File: src/rtl/event_word_packer.sv
// Packs a byte stream into 32-bit words, first byte in the top lane, and
// closes each event (maximal run of valid bytes) with a tagged trailer word.
module event_word_packer #(
    parameter logic [7:0] TRAILER_TAG = 8'hEE
) (
    input  logic        clk,
    input  logic        rst,
    input  logic [7:0]  din,
    input  logic        din_valid,
    output logic [31:0] dout,
    output logic        dout_valid,
    output logic        dout_last,
    output logic        sat_err
);

    localparam int unsigned WORD_W = 32;
    localparam int unsigned CNT_W  = 16;
    localparam int unsigned ID_W   = 8;

    // S_TRAIL means "padded word already sent, trailer goes out at the next edge".
    typedef enum logic [1:0] {
        S_IDLE  = 2'd0,
        S_ACC   = 2'd1,
        S_TRAIL = 2'd2
    } state_t;

    state_t              state_q, state_d;
    logic [1:0]          bidx_q, bidx_d;
    logic [WORD_W-1:0]   acc_q, acc_d;
    logic [CNT_W-1:0]    byte_cnt_q, byte_cnt_d;
    logic [ID_W-1:0]     evt_id_q, evt_id_d;
    logic [WORD_W-1:0]   dout_q, dout_d;
    logic                dout_valid_q, dout_valid_d;
    logic                dout_last_q, dout_last_d;
    logic                sat_err_q, sat_err_d;

    logic [WORD_W-1:0]   trailer_c;
    logic [WORD_W-1:0]   lane_word_c;

    // Writing lane 0 starts a new word, so the other lanes are cleared there.
    function automatic logic [WORD_W-1:0] put_lane(input logic [WORD_W-1:0] w,
                                                   input logic [1:0] idx,
                                                   input logic [7:0] b);
        logic [WORD_W-1:0] r;
        r = w;
        case (idx)
            2'd0:    r = {b, 24'h000000};
            2'd1:    r[23:16] = b;
            2'd2:    r[15:8]  = b;
            default: r[7:0]   = b;
        endcase
        return r;
    endfunction

    assign trailer_c   = {TRAILER_TAG, evt_id_q, byte_cnt_q};
    assign lane_word_c = put_lane(acc_q, bidx_q, din);

    always_comb begin
        state_d      = state_q;
        bidx_d       = bidx_q;
        acc_d        = acc_q;
        byte_cnt_d   = byte_cnt_q;
        evt_id_d     = evt_id_q;
        sat_err_d    = sat_err_q;
        dout_d       = dout_q;
        dout_valid_d = 1'b0;
        dout_last_d  = 1'b0;

        case (state_q)
            S_IDLE: begin
                if (din_valid) begin
                    acc_d      = {din, 24'h000000};
                    bidx_d     = 2'd1;
                    byte_cnt_d = 16'd1;
                    state_d    = S_ACC;
                end
            end
            S_ACC: begin
                if (din_valid) begin
                    acc_d  = lane_word_c;
                    bidx_d = bidx_q + 2'd1;
                    if (byte_cnt_q == 16'hFFFF) begin
                        sat_err_d = 1'b1;
                    end else begin
                        byte_cnt_d = byte_cnt_q + 16'd1;
                    end
                    if (bidx_q == 2'd3) begin
                        dout_d       = lane_word_c;
                        dout_valid_d = 1'b1;
                    end
                end else if (bidx_q != 2'd0) begin
                    dout_d       = acc_q;
                    dout_valid_d = 1'b1;
                    state_d      = S_TRAIL;
                end else begin
                    dout_d       = trailer_c;
                    dout_valid_d = 1'b1;
                    dout_last_d  = 1'b1;
                    evt_id_d     = evt_id_q + 8'd1;
                    state_d      = S_IDLE;
                end
            end
            S_TRAIL: begin
                // Trailer uses the old count; a new byte here opens the next event.
                dout_d       = trailer_c;
                dout_valid_d = 1'b1;
                dout_last_d  = 1'b1;
                evt_id_d     = evt_id_q + 8'd1;
                if (din_valid) begin
                    acc_d      = {din, 24'h000000};
                    bidx_d     = 2'd1;
                    byte_cnt_d = 16'd1;
                    state_d    = S_ACC;
                end else begin
                    state_d = S_IDLE;
                end
            end
            default: state_d = S_IDLE;
        endcase
    end

    always_ff @(posedge clk or posedge rst) begin
        if (rst) begin
            state_q      <= S_IDLE;
            bidx_q       <= 2'd0;
            acc_q        <= '0;
            byte_cnt_q   <= '0;
            evt_id_q     <= '0;
            dout_q       <= '0;
            dout_valid_q <= 1'b0;
            dout_last_q  <= 1'b0;
            sat_err_q    <= 1'b0;
        end else begin
            state_q      <= state_d;
            bidx_q       <= bidx_d;
            acc_q        <= acc_d;
            byte_cnt_q   <= byte_cnt_d;
            evt_id_q     <= evt_id_d;
            dout_q       <= dout_d;
            dout_valid_q <= dout_valid_d;
            dout_last_q  <= dout_last_d;
            sat_err_q    <= sat_err_d;
        end
    end

    assign dout       = dout_q;
    assign dout_valid = dout_valid_q;
    assign dout_last  = dout_last_q;
    assign sat_err    = sat_err_q;

endmodule

File: config.mk
export PLATFORM = sky130hd
export DESIGN_NAME = event_word_packer
export DESIGN_NICKNAME = d
export VERILOG_FILES = /design/src/rtl/event_word_packer.sv
export SDC_FILE = /design/constraint.sdc
export NUM_CORES = 1
export LEC_CHECK = 0
export BUFFER_PORTS_ARGS = -buffer_cell sky130_fd_sc_hd__buf_4
export CORE_MARGIN = 2
export CORE_UTILIZATION = 45
export DETAILED_ROUTE_END_ITERATION = 8
export SLEW_MARGIN = 20
export SYNTH_ARGS = -nofsm -noshare
export SYNTH_HDL_FRONTEND = slang
export SYNTH_SLANG_ARGS = --single-unit
File: constraint.sdc
create_clock -name clk -period 7.65 [get_ports clk]
set_input_delay 0.765 -clock clk [delete_from_list [all_inputs] [get_ports clk]]
set_output_delay 0.765 -clock clk [all_outputs]
set_load 0.01 [all_outputs]
== Word-level counts from Yosys, hierarchy flattened ==
Index checks and enable logic that the tools add are counted.
Storage, ports and cells
  register bits: 95
  memories: 0
  memory bits (read-only): 0
  bits in latches: 0
  bits in writable memories: 0
  bits of input ports: 11
Cells by class
  shifts and indexed selects: 0
  equality and inequality tests: 13
  $add $sub $neg: 3
  bitwise logic cells: 0
  multiply operators: 0
  reduce and logical (&&, ||, !) cells: 13
  div/mod/pow operators: 0
  multiplexer cells: 31
  $lt $le $gt $ge: 0
Operators by type and width (number)
  32-bit two-way mux: 5
  32-bit case mux with 2 select lines: 2
  8-bit case mux with 2 select lines: 4
  16-bit two-way mux: 3
  16-bit case mux with 2 select lines: 1
  8-bit two-way mux: 3
  16-bit by 1-bit adder with 16-bit output (second input constant): 1
  16-bit == test (second input constant): 1
  2-bit inequality test (second input constant): 5
  3-bit AND reduction: 3
  8-bit by 1-bit adder with 8-bit output (second input constant): 1
  2-bit two-way mux: 4
  2-bit == test (second input constant): 3
  2-bit case mux with 3 select lines: 1
  2-bit nonzero test: 3
  1-bit two-way mux: 5
  2-bit by 1-bit == test with 1-bit output (second input constant): 2
  2-bit zero test: 2
  1-bit case mux with 2 select lines: 2
  2-bit case mux with 2 select lines: 1
  2-bit AND reduction: 2
  4-bit AND reduction: 1
  2-bit OR reduction: 2
  3-bit inequality test (second input constant): 1
  2 further kinds: 2

== Logic depth before layout (Yosys ltp) ==
  word-level depth: 6
  gate-level depth with buffers: 10

== Worst setup path after synthesis ==
Ideal clock, no wire load.
  path type: register -> register
  from: register state_q[0]
  to: register acc_q[24]
  clock period less this slack: 1.969 ns
  data required time: 7.525 ns
  stages on the path, launching flop included: 8
  library setup time: 0.125 ns
  path slack: 5.681 ns
  buffers on the path: 2
  arrival time: 1.844 ns
  cells stage by stage: dfrtp_1 inv_1 ha_1 clkbuf_1 or2_1 buf_2 o21ai_2 mux2_2
Between the ends
  word-level cells in the longest chain between the ends: 4
  elaborated cells on any way between the ends: 9
  those cells by class: eq/ne (4); mux (1); reduce/logical (4)
Ends and longest elaborated chain
  start: declaration: line 27  | state_t state_q, state_d;
  start signal: assignment: line 134  | state_q <= state_d;
  2-bit == test / 2-bit zero test (equally long branches): line 69  | case (state_q)
  2-bit OR reduction (no line)
  2-bit by 1-bit inequality test with 1-bit output (no line) / 2-bit nonzero test (equally long branches)
  3-bit AND reduction (no line)
  end signal: assignment: line 126  | acc_q <= '0;
  end signal: assignment: line 136  | acc_q <= acc_d;
  end: declaration: line 29  | logic [WORD_W-1:0] acc_q, acc_d;
Several ways; a longest one is shown, not always the timed one.
A chain may end at the register's enable or synchronous reset.

== Worst setup path in the final report ==
  from: register state_q[0]
  to: register acc_q[16]
Same word-level chain as after synthesis.

==> metrics.txt <==
buffer count from post-CTS setup fixing 0; CP Launch Type register; DRC errors left 0; initial DRC count 261; Initial DRT Pass Iterations 5; Post-Syn Nets 479; Worst-path clk slew 0.10 ns; Hold Fails Final Rpt 0; crit path kind register to register; layout cell share with drive strength beyond 1 19.1%; # port buffers 45; ANT cells 0; RSZ-0062 raised after global routing false; Max IR drop VDD 0.198 mV; power per standard cell area 404 nW/µm²; first-pass GRT wire length 19000 µm; hold buffer count at CTS 0; post-synth top area share 49.6%; Syn Area/Cell 10.5 µm²; drt total wl 11700 µm; Core Region 10300 µm²; Top FF cell, synth dfrtp_1; Wirelength per Cell 19.0 µm; Worst EP arrival 3.31 ns; GR Overflow Total 0; Hold Path Class input pin to async pin; Slew HR 31.8%; crit path time final 3.07 ns; initial antenna violation count 0; number of distinct library cells after synthesis 60; post-route setup TNS 0 ns; mapped cell area 4790 µm²; clock tree sinks 95; worst-path maximum fanout 27; Via density 5.96; YS warnings 0; Die W 107 µm; maxcap violations 0; status finished, final reports clean; final net count 498; FF+latch count, synth 95; gpl congestion 0.850; DR vias 3685; CTS H-tree depth 3; Ports 46; worst-margin pin slew 1.02 ns; DP Wirelength 8060 µm; most area-consuming cells after synthesis dfrtp_1, a22o_1, a21oi_1; most frequent cell after synthesis dfrtp_1; post_cts resized 0; CP required 7.89 ns; FFs w/ async S/R, synth 100%; Pins Over Slew Limit 0; Synth top cells by count dfrtp_1, a21oi_1, nor2_1; leakage power 0.00226 µW; Worst Setup End Kind register; die area 11500 µm²; Yosys top cell by area dfrtp_1; Inserted Clock Buffers 9; Initial Utilization 46.4%; largest net degree at the start of global routing 68; vias in the first global route 3559; area grow syn2layout 10.9%; fmax 326 MHz; Die Ht 107 µm; final clock skew 0.0148 ns; EDFF count, synth 0; Final Core Density 51.5%; post-route ant nets 0; Post-Syn Instances 458; part of the cycle the worst path needs 40.1%; sequential area share after synthesis 49.6%; All-Layer GR Usage 21.4%; cell row count 37; CTS tree yes; clk_lat worst skew 0.36 ns; Final setup viols 0; CTS Buffer Depth 2; root buffer cell clkbuf_8
-- power by group --
group	switching (µW)	leakage [µW]	internal (µW)
clock network	179	0.0000788	128
logic	595	0.000977	449
registers	119	0.00121	677
-- state kept, by name, summed over array words and instances (netlist names) --
register / cells
byte_cnt_q: 16
dout_last: 1
bidx_q: 2
sat_err: 1
evt_id_q: 8
state_q: 2
dout_valid: 1
acc_q: 32
dout: 32
-- layout make-up --
class | instances | area [µm²]
fillers | 966 | 5010
flip-flops and latches | 95 | 2380
multi-input cells | 312 | 2190
repair buffers | 48 | 360
well taps | 136 | 170
clock buffers | 12 | 145
inverters | 11 | 43.8
clock inverters | 4 | 31.3
-- final timing paths --
| kind | from | end | slack (ns) | cells after the start |
|---|---|---|---|---|
| worst max-delay path | state_q[0]$_DFFE_PP0P_ | acc_q[16]$_DFFE_PP0P_ | 4.58 | 6 |
| worst min-delay path | rst | byte_cnt_q[13]$_DFFE_PP0P_ | 0.38 | 2 |
| worst max register to register | state_q[0]$_DFFE_PP0P_ | acc_q[16]$_DFFE_PP0P_ | 4.58 | 6 |
| worst min register to register | sat_err$_DFFE_PP0P_ | sat_err$_DFFE_PP0P_ | 0.49 | 1 |
| max in group asynchronous | rst | state_q[1]$_DFFE_PP0P_ | 6.08 | 3 |
| min in group clk | sat_err$_DFFE_PP0P_ | sat_err$_DFFE_PP0P_ | 0.49 | 1 |
-- kinds of logic (layout without fill, tap and decap cells) --
group / Yosys count / count (layout) / synth area share (%)
AOI/OAI and AO/OA: 159 / 159 / 24.2
and+or+nand+nor: 116 / 116 / 13.1
DFF: 95 / 95 / 49.6
buffers and inverters: 51 / 75 / 4.78
muxes: 20 / 20 / 4.49
adders and majority gates: 10 / 10 / 2.61
xor gates and xnor gates: 7 / 7 / 1.28
-- cell usage in the layout, fill, tap and decap left out, types with 4 or more instances in the layout --
master / synthesis / final
o2bb2ai_1: 5 / 5
o31ai_1: 4 / 4
nor3_1: 4 / 4
buf_4: 2 / 48
nand2_1: 18 / 18
a31oi_1: 11 / 11
nor2_1: 32 / 32
o31ai_2: 7 / 7
nor3b_1: 12 / 12
and3_1: 4 / 4
a2bb2oi_1: 8 / 8
clkbuf_8: 0 / 10
nand3_1: 11 / 11
o21ai_0: 6 / 6
dfrtp_1: 95 / 95
o22ai_1: 9 / 9
a222oi_1: 4 / 4
o21a_1: 8 / 8
nand4_1: 5 / 5
o211ai_1: 6 / 6
mux2i_1: 8 / 8
o21ai_1: 10 / 10
ha_1: 10 / 10
nor2b_1: 7 / 7
a22oi_1: 6 / 6
and2_1: 5 / 5
a21oi_1: 34 / 34
a22o_1: 25 / 25
inv_1: 11 / 10
mux2_2: 11 / 11
xnor2_1: 5 / 5
-- worst max-delay path: stages (launching register included) --
cell,delay (ns)
dfrtp_1,0.45
inv_1,0.16
ha_1,0.86
or2_1,0.68
nor3_1,0.16
and2_0,0.35
a22o_1,0.30
-- layer usage --
layer	GRT usage (%)	vias to the layer above	share of wire (%)
li1	-	1739	-
met1	29.6	1833	45
met2	33.8	95	48
met3	4.86	18	4.8
met4	6.49	0	1.8
met5	0	-	0
-- through the flow --
step                      total power [µW]  hold slack (ns)  std cells  cell area [µm²]  worst slack [ns]
after CTS                             2160            0.382        618             5310              4.60
final                                 2150            0.381        618             5310              4.58
after detailed placement              1850            0.476        602             5140              4.62
after floorplan                       1550            0.458        458             4790              4.41
after global routing                  2310            0.388        618             5310              4.30
after global placement                1830            0.475        602             5140              4.71
(Power assumes the default switching activity.)
